==> src/rtl/barrel_shifter_pkg.sv <==
// Shared types and helpers for the pipelined barrel shifter.
// Operation encodings, the reserved-op constant and a constant-foldable clog2.
package barrel_shifter_pkg;

  typedef enum logic [2:0] {
    OP_ROR = 3'b000,
    OP_ROL = 3'b001,
    OP_SRL = 3'b010,
    OP_SRA = 3'b011,
    OP_SLL = 3'b100
  } shift_op_e;

  // Any encoding at or above this value passes the operand through untouched.
  localparam logic [2:0] OP_RESERVED = 3'b101;

  function automatic int clog2(input int value);
    int r;
    r = 0;
    for (int i = 0; i < 31; i++) begin
      if ((1 << i) < value) r = i + 1;
    end
    return r;
  endfunction

endpackage

==> src/rtl/pipelined_barrel_shifter_stage.sv <==
// One pipeline stage: moves the word by 2**STAGE positions when its shamt bit is set.
// Carry tracking is compiled in only with SHIFTER_CARRY_OUT_EN.
module shifter_stage
  import barrel_shifter_pkg::*;
#(
  parameter int WIDTH = 32,
  parameter int STAGE = 0
) (
  input  logic                      clk,
  input  logic                      rst,
  input  logic                      en,
  input  logic                      in_valid,
  input  logic [WIDTH-1:0]          in_data,
  input  logic [clog2(WIDTH)-1:0]   in_shamt,
  input  logic [2:0]                in_op,
  input  logic                      in_sign,
`ifdef SHIFTER_CARRY_OUT_EN
  input  logic                      in_carry,
  output logic                      out_carry,
`endif
  output logic                      out_valid,
  output logic [WIDTH-1:0]          out_data,
  output logic [clog2(WIDTH)-1:0]   out_shamt,
  output logic [2:0]                out_op,
  output logic                      out_sign
);

  localparam int SHW  = clog2(WIDTH);
  localparam int DIST = 1 << STAGE;

  logic [WIDTH-1:0] data_d, data_q;
  logic [SHW-1:0]   shamt_q;
  logic [2:0]       op_q;
  logic             sign_q, valid_q;

  always_comb begin
    data_d = in_data;
    if (in_shamt[STAGE]) begin
      case (in_op)
        OP_ROR:  data_d = (in_data >> DIST) | (in_data << (WIDTH - DIST));
        OP_ROL:  data_d = (in_data << DIST) | (in_data >> (WIDTH - DIST));
        OP_SRL:  data_d = in_data >> DIST;
        OP_SRA:  data_d = (in_data >> DIST) | ({WIDTH{in_sign}} << (WIDTH - DIST));
        OP_SLL:  data_d = in_data << DIST;
        default: data_d = in_data;
      endcase
    end
  end

  // NOTE: the datapath registers are reset along with valid so the last stage reads 0 after reset.
  always_ff @(posedge clk) begin
    if (rst) begin
      // NOTE: state updates use <= so every stage samples its neighbour's pre-edge value.
      valid_q <= 1'b0;
      data_q  <= '0;
      shamt_q <= '0;
      op_q    <= 3'b000;
      sign_q  <= 1'b0;
    end else if (en) begin
      valid_q <= in_valid;
      data_q  <= data_d;
      shamt_q <= in_shamt;
      op_q    <= in_op;
      sign_q  <= in_sign;
    end
  end

`ifdef SHIFTER_CARRY_OUT_EN
  logic carry_d, carry_q;

  // The last stage that actually moves the word decides the final carry.
  always_comb begin
    carry_d = in_carry;
    if (in_shamt[STAGE]) begin
      case (in_op)
        OP_ROR:         carry_d = data_d[WIDTH-1];
        OP_ROL:         carry_d = data_d[0];
        OP_SRL, OP_SRA: carry_d = in_data[DIST-1];
        OP_SLL:         carry_d = in_data[WIDTH-DIST];
        default:        carry_d = in_carry;
      endcase
    end
  end

  always_ff @(posedge clk) begin
    if (rst)     carry_q <= 1'b0;
    else if (en) carry_q <= carry_d;
  end

  assign out_carry = carry_q;
`endif

  assign out_valid = valid_q;
  assign out_data  = data_q;
  assign out_shamt = shamt_q;
  assign out_op    = op_q;
  assign out_sign  = sign_q;

endmodule

==> src/rtl/pipelined_barrel_shifter.sv <==
// Fully pipelined rotate/shift unit, one register stage per shift-amount bit, global stall.
// Optional out_carry port enabled by defining SHIFTER_CARRY_OUT_EN.
module pipelined_barrel_shifter
  import barrel_shifter_pkg::*;
#(
  parameter int WIDTH = 32
) (
  input  logic                    clk,
  input  logic                    rst,
  input  logic                    in_valid,
  output logic                    in_ready,
  input  logic [WIDTH-1:0]        in_data,
  input  logic [clog2(WIDTH)-1:0] in_shamt,
  input  logic [2:0]              in_op,
  output logic                    out_valid,
  input  logic                    out_ready,
  output logic [WIDTH-1:0]        out_data
`ifdef SHIFTER_CARRY_OUT_EN
  ,
  output logic                    out_carry
`endif
);

  localparam int SHW = clog2(WIDTH);

  logic [SHW:0][WIDTH-1:0] data_s;
  logic [SHW:0][SHW-1:0]   shamt_s;
  logic [SHW:0][2:0]       op_s;
  logic [SHW:0]            sign_s;
  logic [SHW:0]            valid_s;
  logic                    advance;

  // The whole pipe moves together; only a held result at the tail stops it.
  assign advance  = out_ready || !out_valid;
  assign in_ready = advance && !rst;

  assign data_s[0]  = in_data;
  assign shamt_s[0] = in_shamt;
  assign op_s[0]    = in_op;
  assign sign_s[0]  = in_data[WIDTH-1];
  assign valid_s[0] = in_valid;

`ifdef SHIFTER_CARRY_OUT_EN
  logic [SHW:0] carry_s;
  assign carry_s[0] = 1'b0;
  assign out_carry  = carry_s[SHW];
`endif

  for (genvar k = 0; k < SHW; k++) begin : g_stage
    shifter_stage #(
      .WIDTH (WIDTH),
      .STAGE (k)
    ) u_stage (
      .clk       (clk),
      .rst       (rst),
      .en        (advance),
      .in_valid  (valid_s[k]),
      .in_data   (data_s[k]),
      .in_shamt  (shamt_s[k]),
      .in_op     (op_s[k]),
      .in_sign   (sign_s[k]),
`ifdef SHIFTER_CARRY_OUT_EN
      .in_carry  (carry_s[k]),
      .out_carry (carry_s[k+1]),
`endif
      .out_valid (valid_s[k+1]),
      .out_data  (data_s[k+1]),
      .out_shamt (shamt_s[k+1]),
      .out_op    (op_s[k+1]),
      .out_sign  (sign_s[k+1])
    );
  end

  assign out_valid = valid_s[SHW];
  assign out_data  = data_s[SHW];

  logic unused_tail;
  assign unused_tail = ^{shamt_s[SHW], op_s[SHW], sign_s[SHW]};

endmodule

==> config.mk <==
export PLATFORM = sky130hd
export DESIGN_NAME = pipelined_barrel_shifter
export DESIGN_NICKNAME = d
export VERILOG_FILES = /design/src/rtl/barrel_shifter_pkg.sv /design/src/rtl/pipelined_barrel_shifter_stage.sv /design/src/rtl/pipelined_barrel_shifter.sv
export SDC_FILE = /design/constraint.sdc
export NUM_CORES = 1
export LEC_CHECK = 0
export ABC_CLOCK_PERIOD_IN_PS = 2400
export CAP_MARGIN = 20
export CORE_MARGIN = 2
export CORE_UTILIZATION = 61
export CTS_CLUSTER_DIAMETER = 50
export CTS_CLUSTER_SIZE = 25
export DETAILED_ROUTE_END_ITERATION = 8
export DONT_BUFFER_PORTS = 1
export GPL_TIMING_DRIVEN = 0
export PLACE_DENSITY = 0.81
export SLEW_MARGIN = 20
export SYNTH_ARGS = -nofsm -noshare
export SYNTH_HDL_FRONTEND = slang
export SYNTH_SLANG_ARGS = --single-unit
==> constraint.sdc <==
create_clock -name clk -period 2.4 [get_ports clk]
set_input_delay 0.72 -clock clk [delete_from_list [all_inputs] [get_ports clk]]
set_output_delay 0.72 -clock clk [all_outputs]
set_load 0.01 [all_outputs]
Word level (Yosys, flattened, before mapping)

Cells that the tools add are included.

Register bits: 201
Input port bits: 44
Output and inout bits: 34

Equal/unequal tests: 20
Muxes and demuxes: 10
Bitwise logic cells: 14
Reductions and logical operators: 10

Operators with widths:

| operator             | number |
|---|---|
| $pmux W32 S5         | 4 |
| $mux W32             | 5 |
| $pmux W32 S4         | 1 |
| $or A16 B32 Y32      | 2 |
| $or A24 B32 Y32      | 2 |
| $or A28 B32 Y32      | 2 |
| $or A30 B32 Y32      | 2 |
| $or A31 B32 Y32      | 2 |
| $or A32 B1 Y32       | 1 |
| $or A32 B2 Y32       | 1 |
| $or A32 B4 Y32       | 1 |
| $or A32 B8 Y32       | 1 |
| $eq A3 B2 Y1 const B | 10 |
| $eq A3 B1 Y1 const B | 5 |
| $eq A3 B3 Y1 const B | 5 |
| $logic_not A3 Y1     | 5 |
| $logic_not A1 Y1     | 2 |
| $reduce_or A2 Y1     | 1 |
| $logic_and A1 B1 Y1  | 1 |
| $logic_or A1 B1 Y1   | 1 |

Depth between registers and ports, before layout

Word-level depth: 4
Mapped depth: 7
Mapped depth without buffers: 5

Hierarchy

Synthesis repeated with hierarchy kept, for this count alone.

Cell total of the unflattened synthesis: 1356
Area, all modules: 11521.0 µm²

Modules (own cells, without submodules):

| module                             | instances | cells each | area an instance (µm²) |
|---|---|---|---|
| shifter_stage (g_stage[1].u_stage) | 1         | 290        | 2479.9 |
| shifter_stage (g_stage[2].u_stage) | 1         | 286        | 2446.1 |
| shifter_stage (g_stage[3].u_stage) | 1         | 285        | 2255.9 |
| shifter_stage (g_stage[4].u_stage) | 1         | 259        | 2235.9 |
| shifter_stage (g_stage[0].u_stage) | 1         | 234        | 2075.7 |
| pipelined_barrel_shifter           | 1         | 2          | 27.5 |

Worst setup path before layout

No wires, ideal clock.

Path type: input -> output
From: input port rst
To: output port in_ready
Arrival: 1.461 ns
Data required time: 1.680 ns
Path slack: 0.219 ns
Stages on the path: 5
Buffers on the path: 2
Path through: buf_2 clkinv_1 nand2_1 inv_1 buf_2

Cells in the longest elaborated chain, start to end: 2

RTL lines:

| what                | line                           | text |
|---|---|---|
| from (decl)         | pipelined_barrel_shifter.sv:9  | `input logic rst,` |
| $logic_not A1 Y1    | pipelined_barrel_shifter.sv:35 | `assign in_ready = advance && !rst;` |
| $logic_and A1 B1 Y1 | pipelined_barrel_shifter.sv:35 |  |
| to (decl)           | pipelined_barrel_shifter.sv:11 | `output logic in_ready,` |

No other way between the ends.

Final worst setup path

From: register g_stage[4].u_stage.valid_q
To: output port in_ready

Cells in the longest elaborated chain, start to end: 3

RTL lines:

| what                   | line                                 | text |
|---|---|---|
| from (decl)            | pipelined_barrel_shifter_stage.sv:34 | `logic sign_q, valid_q;` |
| from (signal assigned) | pipelined_barrel_shifter_stage.sv:60 | `valid_q <= in_valid;` |
| $logic_not A1 Y1       | pipelined_barrel_shifter.sv:34       | `assign advance = out_ready \|\| !out_valid;` |
| $logic_or A1 B1 Y1     | pipelined_barrel_shifter.sv:34       |  |
| $logic_and A1 B1 Y1    | pipelined_barrel_shifter.sv:35       |  |

No other way between the ends.

==> summary.txt <==
Outcome = finished, final reports clean
Syn avg cell area = 8.30 um^2
Drt total wl = 37700 um
Drt pass-1 iters = 6
Setup TNS = 0 ns
Fin util = 66.6%
Pin count of the biggest net entering global routing = 19
Relative slew slack = 43.5%
CTS buffer count = 17
Die X-Extent = 138 um
Max_cap viols = 0
First-pass GRT wire length = 59500 um
Endpoints failing setup = 0
Port bufs = 0
Most common cell after layout, fill and taps aside = dfxtp_1
Antenna viol nets, final = 0
Final Hold Fails = 0
GPL Wtd Cong = 0.983
Slew @ Worst Pin = 0.848 ns
Fmax = 426 MHz
Ys Warns = 0
Core ar. = 17800 um^2
Synth cell types = 53
Yosys reg bits = 191
Number of global-route vias before repair = 10808
Commonest cells after routing, fill and taps aside = 191 x dfxtp_1, 157 x nor2_1, 138 x o22a_1, 100 x nand2_1, 91 x o21ai_0
Async S/R FF share, synth = 0%
GRT Overall Usage = 38.7%
Total chip power = 7.69 mW
Worst Path Required = 1.68 ns
Cts hold-fix bufs = 0
Fill count = 1492
RSZ-0062 raised after global routing = no
Startpoint type of the worst setup path = flop
Fin crit share = 97.8%
Area of the mapped netlist = 11000 um^2
Crit path arrival time = 1.63 ns
Grt total ovfl = 0
Final Net Count = 1391
Area grow syn2layout = 7.81%
Post-synth EDFFs = 0
Sequential Area = 3820 um^2
Synth Net Count = 1372
Power density cells = 648 nW/um^2
DRC viols = 0
Fin Hold WS = 0.412 ns
CP endpoint kind = output port
Place WS = -0.355 ns
Crit path time final = 2.35 ns
Initial Util = 61.8%
Crit Path Max Fanout = 10
Final worst slack = 0.0529 ns
Multi-input logic area = 6190 um^2
Post-CTS setup buffer count = 0
Setup Skew = 0.0138 ns
Lkg Pwr = 4.32 nW
CTS clk-pin slew, worst paths = 0.08 ns
# resized after CTS = 3
CTS Sinks = 191
Die area = 19200 um^2
Routed vias = 11284
Io pins = 78
H-tree levels = 4
Max VDD drop = 0.000510 V
Root buf cell = clkbuf_16
Via density = 7.11
N_diodes = 0
WL per Instance = 23.7 um
Initial antenna violation count = 0
# rows = 49
Clock latency on the worst-skew pair = 0.45 ns
HPWL after DPL = 27800 um
Die H = 138 um
Mapped Cells = 1328
Critical path class = reg2out
Clock Tree Buf Depth = 2
Sequential area share after synthesis = 34.7%
HP Class = in2reg
CTS tree = done
Layout cell share with drive strength beyond 1 = 13.7%
Initial DRC Count = 1083
Max-slew violations = 0
Primary FF master, synth = dfxtp_1
power by group:
| group | internal (mW) | switching [mW] |
|---|---|---|
| logic | 0.574 | 0.680 |
| clock network | 1.39 | 1.36 |
| registers | 3.36 | 0.322 |
metal layers:
layer	wire length [um]	up-vias	track usage (%)	part of all wire, %
li1	-	5098	-	-
met1	14300	5270	46.2	38
met2	17600	745	64.5	47
met3	3550	171	8.24	9.4
met4	2260	0	23.0	6.0
met5	0	-	0	0
critical path, stage by stage, from the launching register on:
cell      delay, ns
dfxtp_1        0.35
nand2b_1       0.09
buf_4          0.21
nand2_4        0.12
inv_1          0.12
buf_2          0.27
layout make-up:
type                            instances  area share, %
Inverter                               33           1.06
Multi-Input combinational cell        935           52.1
Clock buffer                           18           3.70
Tap cell                              229           2.41
Clock inverter                         13           1.05
Sequential cell                       191           32.2
Buffer                                169           7.52
sequential cells by signal, indices dropped and copies added (netlist names):
name and flops:
g_stage.u_stage.out_data 160, g_stage.u_stage.out_op 12, g_stage.u_stage.out_shamt 10, g_stage.u_stage.out_sign 4, g_stage.u_stage.out_valid 5
metrics by stage:
stage          instances  cell area [um^2]
2_1_floorplan       1328             11000
3_3_place_gp        1557             11300
3_5_place_dp        1557             11300
4_1_cts             1588             11900
5_1_grt             1588             11900
6_report            1588             11900
kinds of logic after synthesis:
logic type / share of synthesized area (%)
muxes: 2.55
DFF: 34.7
xor gates and xnor gates: 0.0795
buffers and inverters: 9.23
AOI/OAI and AO/OA: 42.1
and+or+nand+nor: 11.4
cell usage after synthesis, drive strengths merged (9+ instances only):
library cell	number	area share, %
dfxtp	191	35
nor2	159	5.5
o22a	138	11
buf	115	6.3
o21ai	104	4.9
nand2	101	3.4
o22ai	88	5.0
a21oi	85	3.9
clkbuf	54	1.9
a2111oi	53	6.3
o221ai	36	2.9
inv	31	1.1
a2bb2oi	30	2.7
nand3	19	0.86
mux2i	18	1.6
a221oi	17	1.4
a221o	15	1.4
a211oi	9	0.61
mux2	9	0.92
nand2b	9	0.60
final timing paths:
check,end,cells after the start,from,slack (ns)
max,in_ready,5,g_stage[4].u_stage.out_valid$_SDFFE_PP0N_,0.05
min,g_stage[0].u_stage.out_op[1]$_SDFFE_PP0N_,2,in_op[1],0.41
max reg2reg,g_stage[1].u_stage.out_data[23]$_SDFFE_PP0N_,6,g_stage[4].u_stage.out_valid$_SDFFE_PP0N_,0.24
min reg2reg,g_stage[2].u_stage.out_shamt[4]$_SDFFE_PP0N_,2,g_stage[2].u_stage.out_shamt[4]$_SDFFE_PP0N_,0.45
Note: power is estimated with default switching activity, not from simulation.
